## src/rtl/maxnet_iterator.sv

```systemverilog
// maxnet_iterator: iterative winner-take-all (Maxnet) lateral-inhibition engine.
// Ports:
//   clk, rst              clock (rising edge), asynchronous active-high reset
//   start                 load request, honoured only in IDLE
//   in0..in3              signed initial scores, negative values load as zero
//   dec_done              decoder flag: exactly one of a0..a3 is nonzero
//   a0..a3                registered current scores, never negative
//   busy, done, fail      iterating / one-cycle completion pulse / no-winner result
//   iter_cnt              updates applied in the current or last run
module maxnet_iterator #(
    parameter int EPS_SHIFT = 3,
    parameter int MAX_ITER  = 255,
    parameter int CNT_W     = 8
) (
    input  logic             clk,
    input  logic             rst,
    input  logic             start,
    input  logic [31:0]      in0,
    input  logic [31:0]      in1,
    input  logic [31:0]      in2,
    input  logic [31:0]      in3,
    input  logic             dec_done,
    output logic [31:0]      a0,
    output logic [31:0]      a1,
    output logic [31:0]      a2,
    output logic [31:0]      a3,
    output logic             busy,
    output logic             done,
    output logic             fail,
    output logic [CNT_W-1:0] iter_cnt
);
    typedef enum logic [1:0] {IDLE, ITER, DONE} state_t;
    state_t state_q, state_d;
    logic [3:0][31:0] a_q, a_d, upd, ld, in_w;
    logic [CNT_W-1:0] cnt_q, cnt_d;
    logic fail_q, fail_d, busy_q, done_q;
    assign in_w = {in3, in2, in1, in0};
    for (genvar i = 0; i < 4; i++) begin : g_lane
        logic [33:0] s;
        logic [34:0] d;
        assign s = 34'(a_q[(i + 1) % 4]) + 34'(a_q[(i + 2) % 4]) + 34'(a_q[(i + 3) % 4]);
        assign d = {3'b000, a_q[i]} - {1'b0, s >> EPS_SHIFT};
        // d never exceeds a_q[i], so bits 33:32 are nonzero only when d is negative
        assign upd[i] = (d[34] | (|d[33:32])) ? '0 : d[31:0];
        assign ld[i] = in_w[i][31] ? '0 : in_w[i];
    end
    always_comb begin
        state_d = state_q;
        a_d     = a_q;
        fail_d  = fail_q;
        cnt_d   = cnt_q;
        if (state_q == IDLE && start) begin
            a_d     = ld;
            cnt_d   = '0;
            fail_d  = 1'b0;
            state_d = ITER;
        end else if (state_q == ITER) begin
            if (dec_done) begin
                fail_d  = 1'b0;
                state_d = DONE;
            end else if (a_q == '0 || cnt_q == CNT_W'(MAX_ITER)) begin
                fail_d  = 1'b1;
                state_d = DONE;
            end else begin
                a_d   = upd;
                cnt_d = cnt_q + CNT_W'(1);
            end
        end else if (state_q == DONE) begin
            state_d = IDLE;
        end
    end
    always_ff @(posedge clk or posedge rst) begin
        if (rst) begin
            state_q <= IDLE;
            a_q     <= '0;
            cnt_q   <= '0;
            fail_q  <= 1'b0;
            busy_q  <= 1'b0;
            done_q  <= 1'b0;
        end else begin
            state_q <= state_d;
            a_q     <= a_d;
            cnt_q   <= cnt_d;
            fail_q  <= fail_d;
            busy_q  <= (state_d == ITER);
            done_q  <= (state_d == DONE);
        end
    end
    assign {a3, a2, a1, a0} = a_q;
    assign busy     = busy_q;
    assign done     = done_q;
    assign fail     = fail_q;
    assign iter_cnt = cnt_q;
endmodule
```

## config.mk

```make
export PLATFORM = sky130hd
export DESIGN_NAME = maxnet_iterator
export DESIGN_NICKNAME = d
export VERILOG_FILES = /design/src/rtl/maxnet_iterator.sv
export SDC_FILE = /design/constraint.sdc
export NUM_CORES = 1
export LEC_CHECK = 0
export CAP_MARGIN = 0
export CORE_ASPECT_RATIO = 1.25
export CORE_MARGIN = 2
export CORE_UTILIZATION = 29
export DETAILED_ROUTE_END_ITERATION = 6
export PLACE_DENSITY = 0.52
export SETUP_SLACK_MARGIN = 0.02
export SYNTH_ARGS = -nofsm -noshare
export SYNTH_HDL_FRONTEND = slang
export SYNTH_SLANG_ARGS = --single-unit
```

## constraint.sdc

```tcl
create_clock -name clk -period 5.05 [get_ports clk]
set_input_delay 0.505 -clock clk [delete_from_list [all_inputs] [get_ports clk]]
set_output_delay 0.505 -clock clk [all_outputs]
set_load 0.01 [all_outputs]
```

==> metrics.cfg <==
[worst_setup_path]
cp_data_required_time_ps = 5490
cp-start-kind = flop
crit_path_max_fanout = 6
rr_startpoint = a0[3]$_DFFE_PP0P_
endpoint_kind = flop
r2r_cells = 27
crit_slowest_cell = or4b_4
path_class = reg2reg
ff2ff_setup_slack_ps = -640
cp.arrival_ps = 6130
slowest_delay_ps = 560
worstReg2RegEnd = a3[31]$_DFFE_PP0P_

[final_layout]
final_cell_mix = buf_4 (693), nor2_1 (278), clkdlybuf4s50_1 (270)
synthToLayoutAreaGrowth_pct = 64.94
nets = 3823
drive_above_1_share = 0.3540
fillers = 6442
n_antenna_cell = 0
layout_commonest_cell = buf_4

[routing]
vias_per_cell = 5.425
via_count = 22786
drtPass1Iterations = 5
wl_um = 100500
ant_nets = 0
wire_per_inst_um = 23.92
drcViolationCount = 0
first_iter_violations = 1356

[timing]
fmax_mhz = 175.7
rsz0062_at_grt = true
layout_setup_ws_ps = -641.9
drv_slew = 0
setup_viol = 128
tightest_slew_ps = 992.2
final.period_utilization = 1.127
hold_viol_final = 0
tns_ps = -51750
relSlewSlack = 0.3324
finClkSkew_ps = 13.82
layout_min_cycle_time_ps = 5692

[die]
die_w_um = 238.8
initial_core_util = 0.2932
ios = 271
die-area_um2 = 71030
row_count = 107
coreArea_um2 = 68140
fp.dieH_um = 297.5

[global_route]
grt_max_degree = 77
grt_overflow_total = 0
grt_usage = 0.2784
grt_pass1_wl_um = 145800
first_global_vias = 23736
antenna_found_initial = 3

[min_path]
min-delay-path-class = reg2reg
worstHoldStart = state_q[1]$_DFF_PP0_
hold_depth = 2
hold-path-endpoint = state_q[0]$_DFF_PP0_

[placed_design]
port_buffers = 270
routabilityCongestion = 0.9861
place_hpwl_um = 79970

[logic_synthesis]
yosysSeqAreaShare = 0.1766
synthDistinctLibCells = 80
yosys_warnings = 0
syn_nets = 2828
synthFlopType = dfrtp_1
synth_area_um2 = 19980
synth_seq_cells = 141
async_flop_share = 1.000
synth_edf_count = 0
netlist_instances = 2320
syn-mean-instance-area_um2 = 8.612

[clock_network]
cts_buffers = 17
cts_hold_buf = 0
clk_pin_slew_worst_paths_ps = 70
cts_tree = done
insertion_delay_ps = 520
htreeDepth = 4
cts_root_buf = clkbuf_16
clock-sinks = 141
cts_buffer_depth = 2

[run]
drv_cap = 0

[run_status]
failed_checks = setup timing
status = complete, but fails checks

-- Yosys cell counts (7+ instances only) --
| library cell | n | area share |
|---|---|---|
| ha_1 | 248 | 0.16 |
| a21oi_1 | 196 | 0.049 |
| o21ai_0 | 101 | 0.025 |
| or2_2 | 15 | 0.0047 |
| inv_1 | 82 | 0.015 |
| a211oi_1 | 20 | 0.0075 |
| o31ai_1 | 12 | 0.0045 |
| and3_1 | 22 | 0.0069 |
| or3_1 | 13 | 0.0041 |
| nand3_1 | 36 | 0.0090 |
| xnor2_1 | 125 | 0.055 |
| nand4_1 | 33 | 0.010 |
| nand2_1 | 125 | 0.023 |
| a221oi_1 | 99 | 0.043 |
| fa_1 | 128 | 0.13 |
| a31o_2 | 7 | 0.0031 |
| o21ai_1 | 11 | 0.0028 |
| buf_2 | 9 | 0.0023 |
| a211o_1 | 9 | 0.0039 |
| nor2b_1 | 34 | 0.011 |
| a21o_1 | 103 | 0.039 |
| clkbuf_1 | 50 | 0.0094 |
| xor2_1 | 90 | 0.039 |
| dfrtp_1 | 141 | 0.18 |
| nor4_1 | 38 | 0.012 |
| o21a_1 | 25 | 0.0094 |
| nor3_1 | 24 | 0.0060 |
| a22oi_1 | 22 | 0.0083 |
| and2_1 | 17 | 0.0053 |
| nor2_1 | 303 | 0.057 |
| a31oi_1 | 18 | 0.0056 |
| o21bai_1 | 25 | 0.0094 |
| o211ai_1 | 10 | 0.0038 |
| nand2b_1 | 33 | 0.010 |
-- registers in the layout, indices dropped and copies added (netlist names) --
register  count
state_q       2
a1           32
done          1
iter_cnt      8
a2           32
a3           32
busy          1
a0           32
fail          1
-- kinds of logic (layout without fill, tap and decap cells) --
| logic type | Yosys count | in the layout | share of synthesized area |
|---|---|---|---|
| AO/OA/AOI/OAI | 728 | 728 | 0.2474 |
| AND/OR/NAND/NOR | 716 | 716 | 0.1701 |
| adder cells (fa/ha/maj) | 376 | 376 | 0.2835 |
| XOR/XNOR | 215 | 215 | 0.09425 |
| buffers and inverters | 143 | 1151 | 0.02762 |
| flip-flops | 141 | 141 | 0.1766 |
| multiplexers | 1 | 1 | 0.0005010 |
-- worst max-delay path by stage --
stage / from / to / slack, ps / depth (start not counted)
after floorplan: a3[7]$_DFFE_PP0P_ / a0[14]$_DFFE_PP0P_ / -10 / 25
after CTS: a1[6]$_DFFE_PP0P_ / a2[12]$_DFFE_PP0P_ / -590 / 25
after global routing: a3[6]$_DFFE_PP0P_ / a2[0]$_DFFE_PP0P_ / -790 / 24
final: a0[3]$_DFFE_PP0P_ / a3[31]$_DFFE_PP0P_ / -640 / 27
after global placement: a1[4]$_DFFE_PP0P_ / a2[12]$_DFFE_PP0P_ / -1010 / 26
after detailed placement: a1[3]$_DFFE_PP0P_ / a2[12]$_DFFE_PP0P_ / -1010 / 26
-- cell type report --
type / count / area, um2 / area share
clock buffer: 19 / 442.9 / 0.01344
clock inverter: 13 / 212.7 / 0.006454
inverter: 82 / 314.1 / 0.009530
multi-input combinational: 2036 / 18320 / 0.5558
sequential: 141 / 3560 / 0.1080
tap: 872 / 1091 / 0.03311
timing repair buffer: 1037 / 9020 / 0.2737
-- timing repair --
item,CTS,global route
hold endpoints to repair,0,0
endpoints found under the setup margin,128,128
resized for setup,284,187
cloned,7,1
pin swaps,178,223
setup buffers,64,42
-- critical path, delay by kind of cell (launching register included) --
family	cells	cell delay (ps)
buffers and inverters	5	740
AND/OR/NAND/NOR	8	1270
adder cells (fa/ha/maj)	3	1130
flip-flops	1	470
XOR/XNOR	1	230
AO/OA/AOI/OAI	10	1770
-- metal layers --
metal / track usage / routed length, um / part of all wire
met2: 0.4856 / 49590 / 0.49
met4: 0.2076 / 8742 / 0.087
met5: 0 / 13 / 0.00013
met1: 0.3034 / 37890 / 0.38
met3: 0.04232 / 4232 / 0.042
-- through the flow --
step                hold slack, ps  worst slack [ps]    util  instance area, um2  std cells
detailed placement           486.3             -1009  0.4276               29140       4076
floorplan                    461.0            -12.18       -               20340       2320
global route                 535.1            -787.1  0.4836               32960       4200
finish                       501.1            -641.9  0.4836               32960       4200
CTS                          503.9            -590.3  0.4671               31830       4174
global placement             482.1             -1013  0.4276               29140       4076
Power is left out: the tool's default activity adds up to more than one toggle a clock period on the data nets, which glitch-free logic cannot reach.
